## src/rtl/tdc_cfg_pkg.sv

```systemverilog
// tdc_cfg_pkg - shared definitions for the TDC serial configuration transmitter.
//
// Contents:
//   state_e          transmitter state (IDLE, SHIFT, GAP)
//   DIV_DEFAULT      default clk300 cycles per serial bit
//   GAP_BITS_DEFAULT default idle bit periods between frames
//   frame_len()      frame length in bits for a given address/data width
//
// Build option: TDC_CFG_PARITY_EN appends one even-parity bit to every frame,
// which frame_len() accounts for.

package tdc_cfg_pkg;

    typedef enum logic [1:0] {
        ST_IDLE  = 2'd0,
        ST_SHIFT = 2'd1,
        ST_GAP   = 2'd2
    } state_e;

    localparam int unsigned DIV_DEFAULT      = 2;
    localparam int unsigned GAP_BITS_DEFAULT = 2;

    function automatic int unsigned frame_len(input int unsigned addr_w,
                                              input int unsigned data_w);
`ifdef TDC_CFG_PARITY_EN
        return addr_w + data_w + 1;
`else
        return addr_w + data_w;
`endif
    endfunction

endpackage

```

## src/rtl/tdc_cfg_bitclk.sv

```systemverilog
// tdc_cfg_bitclk - bit-period divider for the configuration transmitter.
//
// Ports:
//   clk300   in   clock, rising edge
//   reset    in   asynchronous active-low reset
//   run      in   divider enable; the count is held at zero while low
//   bit_end  out  one-cycle pulse on the last cycle of every DIV-cycle period

module tdc_cfg_bitclk
    import tdc_cfg_pkg::*;
#(
    parameter int unsigned DIV = DIV_DEFAULT
) (
    input  logic clk300,
    input  logic reset,
    input  logic run,
    output logic bit_end
);

    localparam int unsigned CW = (DIV > 1) ? $clog2(DIV) : 1;

    logic [CW-1:0] cnt_q;
    logic [CW-1:0] cnt_d;

    // With DIV=1 the count never leaves zero, so bit_end simply follows run.
    assign bit_end = run && (cnt_q == CW'(DIV - 1));

    always_comb begin
        cnt_d = '0;
        if (run && !bit_end) begin
            cnt_d = cnt_q + 1'b1;
        end
    end

    always_ff @(posedge clk300 or negedge reset) begin
        if (!reset) begin
            cnt_q <= '0;
        end else begin
            cnt_q <= cnt_d;
        end
    end

endmodule

```

## src/rtl/tdc_cfg_ser.sv

```systemverilog
// tdc_cfg_ser - serial configuration transmitter for one TDC channel.
//
// Takes one address/data write per valid/ready handshake and shifts it out
// MSB-first as a framed stream: rstr is high for the whole frame and rdata
// carries the bits, each held for DIV clk300 cycles. Frames are followed by
// GAP_BITS idle bit periods with rstr low.
//
// Ports:
//   clk300    in   clock, rising edge
//   reset     in   asynchronous active-low reset
//   wr_valid  in   write request present
//   wr_ready  out  write can be accepted (IDLE only)
//   wr_addr   in   register address, sampled at handshake
//   wr_data   in   register data, sampled at handshake
//   rstr      out  frame strobe
//   rdata     out  serial data, MSB first, 0 outside a frame
//   busy      out  high from handshake until the gap ends
//   done      out  one-cycle pulse on the first cycle after the last bit
//
// Build option: TDC_CFG_PARITY_EN appends an even-parity bit (XOR of all
// address and data bits) after the data LSB.

module tdc_cfg_ser
    import tdc_cfg_pkg::*;
#(
    parameter int unsigned ADDR_W   = 4,
    parameter int unsigned DATA_W   = 8,
    parameter int unsigned DIV      = DIV_DEFAULT,
    parameter int unsigned GAP_BITS = GAP_BITS_DEFAULT
) (
    input  logic              clk300,
    input  logic              reset,
    input  logic              wr_valid,
    output logic              wr_ready,
    input  logic [ADDR_W-1:0] wr_addr,
    input  logic [DATA_W-1:0] wr_data,
    output logic              rstr,
    output logic              rdata,
    output logic              busy,
    output logic              done
);

    localparam int unsigned N       = frame_len(ADDR_W, DATA_W);
    localparam int unsigned BW      = $clog2(N + 1);
    localparam int unsigned GAP_CYC = GAP_BITS * DIV;
    localparam int unsigned GW      = $clog2(GAP_CYC + 1);

    state_e        state_q, state_d;
    logic [N-1:0]  sr_q, sr_d;
    logic [BW-1:0] bit_q, bit_d;
    logic [GW-1:0] gap_q, gap_d;
    logic          rstr_q, rstr_d;
    logic          rdata_q, rdata_d;
    logic          done_q, done_d;
    logic          armed_q, armed_d;

    logic          run;
    logic          bit_end;
    logic          accept;
    logic [N-1:0]  payload;

`ifdef TDC_CFG_PARITY_EN
    assign payload = {wr_addr, wr_data, ^{wr_addr, wr_data}};
`else
    assign payload = {wr_addr, wr_data};
`endif

    assign run = (state_q == ST_SHIFT);

    tdc_cfg_bitclk #(
        .DIV (DIV)
    ) u_bitclk (
        .clk300  (clk300),
        .reset   (reset),
        .run     (run),
        .bit_end (bit_end)
    );

    // IDLE is the reset state, so wr_ready is additionally qualified by a
    // flop that clears with reset: this keeps wr_ready low while reset is
    // asserted and raises it on the first edge after release.
    assign wr_ready = armed_q && (state_q == ST_IDLE);
    assign busy     = (state_q != ST_IDLE);
    assign accept   = wr_valid && wr_ready;

    always_comb begin
        state_d = state_q;
        sr_d    = sr_q;
        bit_d   = bit_q;
        gap_d   = '0;
        done_d  = 1'b0;
        armed_d = 1'b1;

        case (state_q)
            ST_IDLE: begin
                if (accept) begin
                    state_d = ST_SHIFT;
                    sr_d    = payload;
                    bit_d   = BW'(N);
                end
            end
            ST_SHIFT: begin
                if (bit_end) begin
                    sr_d  = sr_q << 1;
                    bit_d = bit_q - 1'b1;
                    if (bit_q == BW'(1)) begin
                        state_d = ST_GAP;
                        done_d  = 1'b1;
                    end
                end
            end
            ST_GAP: begin
                if (gap_q == GW'(GAP_CYC - 1)) begin
                    state_d = ST_IDLE;
                end else begin
                    gap_d = gap_q + 1'b1;
                end
            end
            default: begin
                state_d = ST_IDLE;
            end
        endcase

        // Outputs are registered from the next state so they line up with
        // state_q: rstr is high exactly for the SHIFT cycles.
        rstr_d  = (state_d == ST_SHIFT);
        rdata_d = rstr_d && sr_d[N-1];
    end

    always_ff @(posedge clk300 or negedge reset) begin
        if (!reset) begin
            state_q <= ST_IDLE;
            sr_q    <= '0;
            bit_q   <= '0;
            gap_q   <= '0;
            rstr_q  <= 1'b0;
            rdata_q <= 1'b0;
            done_q  <= 1'b0;
            armed_q <= 1'b0;
        end else begin
            state_q <= state_d;
            sr_q    <= sr_d;
            bit_q   <= bit_d;
            gap_q   <= gap_d;
            rstr_q  <= rstr_d;
            rdata_q <= rdata_d;
            done_q  <= done_d;
            armed_q <= armed_d;
        end
    end

    assign rstr  = rstr_q;
    assign rdata = rdata_q;
    assign done  = done_q;

endmodule
```

## config.mk

```make
export PLATFORM = sky130hd
export DESIGN_NAME = tdc_cfg_ser
export DESIGN_NICKNAME = d
export VERILOG_FILES = /design/src/rtl/tdc_cfg_pkg.sv /design/src/rtl/tdc_cfg_bitclk.sv /design/src/rtl/tdc_cfg_ser.sv
export SDC_FILE = /design/constraint.sdc
export NUM_CORES = 1
export LEC_CHECK = 0
export CORE_UTILIZATION = 41
export CTS_BUF_LIST = sky130_fd_sc_hd__clkbuf_8 sky130_fd_sc_hd__clkbuf_16
export DETAILED_ROUTE_END_ITERATION = 8
export PLACE_DENSITY = 0.74
export SLEW_MARGIN = 20
export SYNTH_ARGS = -nofsm -noshare
export SYNTH_HDL_FRONTEND = slang
export SYNTH_SLANG_ARGS = --single-unit
```

## constraint.sdc

```tcl
create_clock -name clk300 -period 1.46 [get_ports clk300]
set_clock_uncertainty 0.2 [all_clocks]
set_input_delay 0.292 -clock clk300 [delete_from_list [all_inputs] [get_ports clk300]]
set_output_delay 0.292 -clock clk300 [all_outputs]
set_load 0.01 [all_outputs]
```

==> metrics.md <==
| Metric | Value |
|---|---|
| Cts hold-fix bufs | `0` |
| Synth cell types | `34` |
| Global Route Usage Sum | `18.2%` |
| Worst Path Class, Setup | `register to primary output` |
| Final Cell Area | `between 1500 and 2000 um2` |
| Fin util | `between 60% and 70%` |
| Gpl congestion | `approximately 0.77` |
| Sequential element share of the synthesized area | `a little over half` |
| Top FF cell, synth | `dfrtp_1` |
| Crit path launch type | `register` |
| CTS Sinks | `26` |
| First-pass GRT wire length | `4380 um` |
| 1st-pass router iterations | `4` |
| Mapped Area | `~1200 um2` |
| Routed vias | `928` |
| RSZ-0062 raised after global routing | `true` |
| CTS tree | `done` |
| Largest net degree at the start of global routing | `27` |
| Area Growth Syn to Fin | `44.5%` |
| Worst hold slack | `roughly 0.17 ns` |
| Via density | `~5.5` |
| Overall routed net length | `between 2000 and 3000 um` |
| Async set or reset register ratio after synthesis | `100%` |
| Failing checks | `setup timing` |
| Skew-Pair Late Insertion Delay | `0.27 ns` |
| MaxCap Viol Count | `0` |
| Die span in y | `roughly 56 um` |
| Ys Warns | `0` |
| Num rows | `19` |
| CP Capture Type | `primary output` |
| Clock Pin Slew Worst Setup and Hold Paths | `approximately 0.08 ns` |
| Global route total overflow | `0` |
| LEAKAGE | `0.883 nW` |
| Maximum buffer depth of the clock tree | `2` |
| R2R Setup Slk | `-0.21 ns` |
| Die width | `between 50 and 60 um` |
| Syn Area/Cell | `approximately 13 um2` |
| Placement Setup Slack | `-0.310 ns` |
| Avg WL per Cell | `~16 um` |
| Outcome | `finished, violations left` |
| Num CTS Buffers | `3` |
| Min-Delay Path Class | `input pin to async pin` |
| Worst EP required | `between 0.9 and 1 ns` |
| Top-area cell type share of the netlist area | `between 50% and 60%` |
| VDD IR max | `around 1.0 mV` |
| Initial antenna violation count | `0` |
| Filler Cell Count | `roughly 230` |
| H-tree levels | `1` |
| WP data arrival | `around 1.2 ns` |
| Die Footprint | `~3100 um2` |
| Slew Viols, Final | `0` |
| Initial Util | `between 40% and 50%` |
| Post-synth EDFFs | `0` |
| # DRC | `0` |
| Fin. Hold Viols | `0` |
| I/O pin total | `20` |
| Cells after Synth | `94` |
| Share of layout cells above drive strength 1 | `between 30% and 40%` |
| Vias in the first global route | `~960` |
| N_diodes | `0` |
| Root buf cell | `clkbuf_8` |
| Worst-path fanout max | `2` |
| Dpl hpwl | `1740 um` |
| Fmax | `around 0.60 GHz` |
| Final setup fails | `19` |
| Nets | `158` |
| Mapped Nets | `around 110` |
| Flops & latches, synth | `26` |
| I/O Buffers | `19` |
| ANT nets after route | `0` |
| Period utilisation layout | `114%` |
| Post-synth top area cell | `dfrtp_1` |
| 1st-iter DRT viols | `13` |
| Core region area | `roughly 2800 um2` |
| Setup slack after layout | `-0.210 ns` |
| Post-DP Area | `1490 um2` |
| Tmin final | `about 1.7 ns` |
| Main area contributors after synthesis | `dfrtp_1, a22o_1, a21o_1, buf_6, ha_1` |
| Cell area power density | `1770 nW/um2` |
| Pwr Total | `around 0.0031 W` |
[through the flow]
step / setup TNS [ns] / instances
after CTS: -2.96 / 168
after global placement: -4.35 / 152
after detailed placement: -4.84 / 152
after global routing: -3.90 / 169
final: -3.02 / 169
after floorplan: -0.0827 / 94
[where the power goes]
part,leakage [nW],internal (W),switching (W)
Clock,0.0216,0.000185,0.000212
Combinational,0.531,0.000902,0.000660
Sequential,0.330,0.000960,0.000144
Total,0.883,0.00205,0.00102
[cell usage in the layout (no fill, tap or decap), drive strengths merged, types with 2 or more instances in the layout]
master / count
nor3b: 2
a21oi: 3
dlygate4sd2: 3
a211oi: 2
and3: 2
buf: 29
nand2: 3
o22ai: 2
a22o: 12
clkbuf: 3
nor2: 5
inv: 4
dfrtp: 26
clkdlybuf4s50: 14
and4bb: 2
a21o: 10
ha: 3
[area by class of cell]
type	instances	area (um2)	area share, %
Sequential cell	26	653	37.7
Timing Repair Buffer	46	444	25.7
Inverter	4	15.0	0.868
Tap cell	31	38.8	2.24
Clock buffer	3	41.3	2.39
Multi-Input combinational cell	59	538	31.1
[critical path, stage by stage, from the launching register on]
cell     delay, ns
dfrtp_2       0.42
buf_4         0.14
or2_4         0.23
buf_6         0.12
[Yosys cell counts, drive strengths merged, types with 2 or more instances]
cell type and instances:
ha 3, and3 2, a211oi 2, a21oi 3, dfrtp 26, o22ai 2
a22o 12, buf 6, nor2 4, a21o 10, and4bb 2, inv 4
nor3b 2, nand2 3
[path summary, 6_finish.rpt]
check                                          start              endpoint  cells after the start
worst min-delay path                           reset       rdata$_DFF_PN0_                      2
worst min register to register    gap_q[0]$_DFF_PN0_    gap_q[0]$_DFF_PN0_                      1
min in group clk300               gap_q[0]$_DFF_PN0_    gap_q[0]$_DFF_PN0_                      1
max in group asynchronous                      reset  state_q[1]$_DFF_PN0_                      2
worst max-delay path            state_q[1]$_DFF_PN0_                  busy                      3
worst max register to register  state_q[0]$_DFF_PN0_    sr_q[11]$_DFF_PN0_                      5
[logic make-up (layout without fill, tap and decap cells)]
kind of cell | after synthesis | count (layout) | share of synthesized area, %
AOI/OAI and AO/OA | 34 | 34 | 23.0
adders and majority gates | 3 | 3 | 3.14
buffers and inverters | 10 | 53 | 6.69
DFF | 26 | 26 | 54.3
muxes | 1 | 1 | 0.940
other | 1 | 1 | 0.313
and+or+nand+nor | 19 | 20 | 11.6
[flip-flops by register name, summed over array words and instances, names as in the netlist]
name / count
u_bitclk.cnt_q: 1
sr_q: 12
rdata: 1
bit_q: 4
armed_q: 1
state_q: 2
done: 1
rstr: 1
gap_q: 3
[routing by layer]
metal	share of wire [%]	track usage, %	vias to the layer above
met3	3.7	3.49	3
met2	54	32.1	21
met5	0	0	-
met4	1.5	7.32	0
met1	41	21.6	469
li1	-	-	435
[timing repair]
action,CTS,global route
cloned,2,0
buffers inserted,11,2
endpoints found under the setup margin,23,24
resized for setup,29,10
pin swaps,17,3
(Power assumes the default switching activity.)
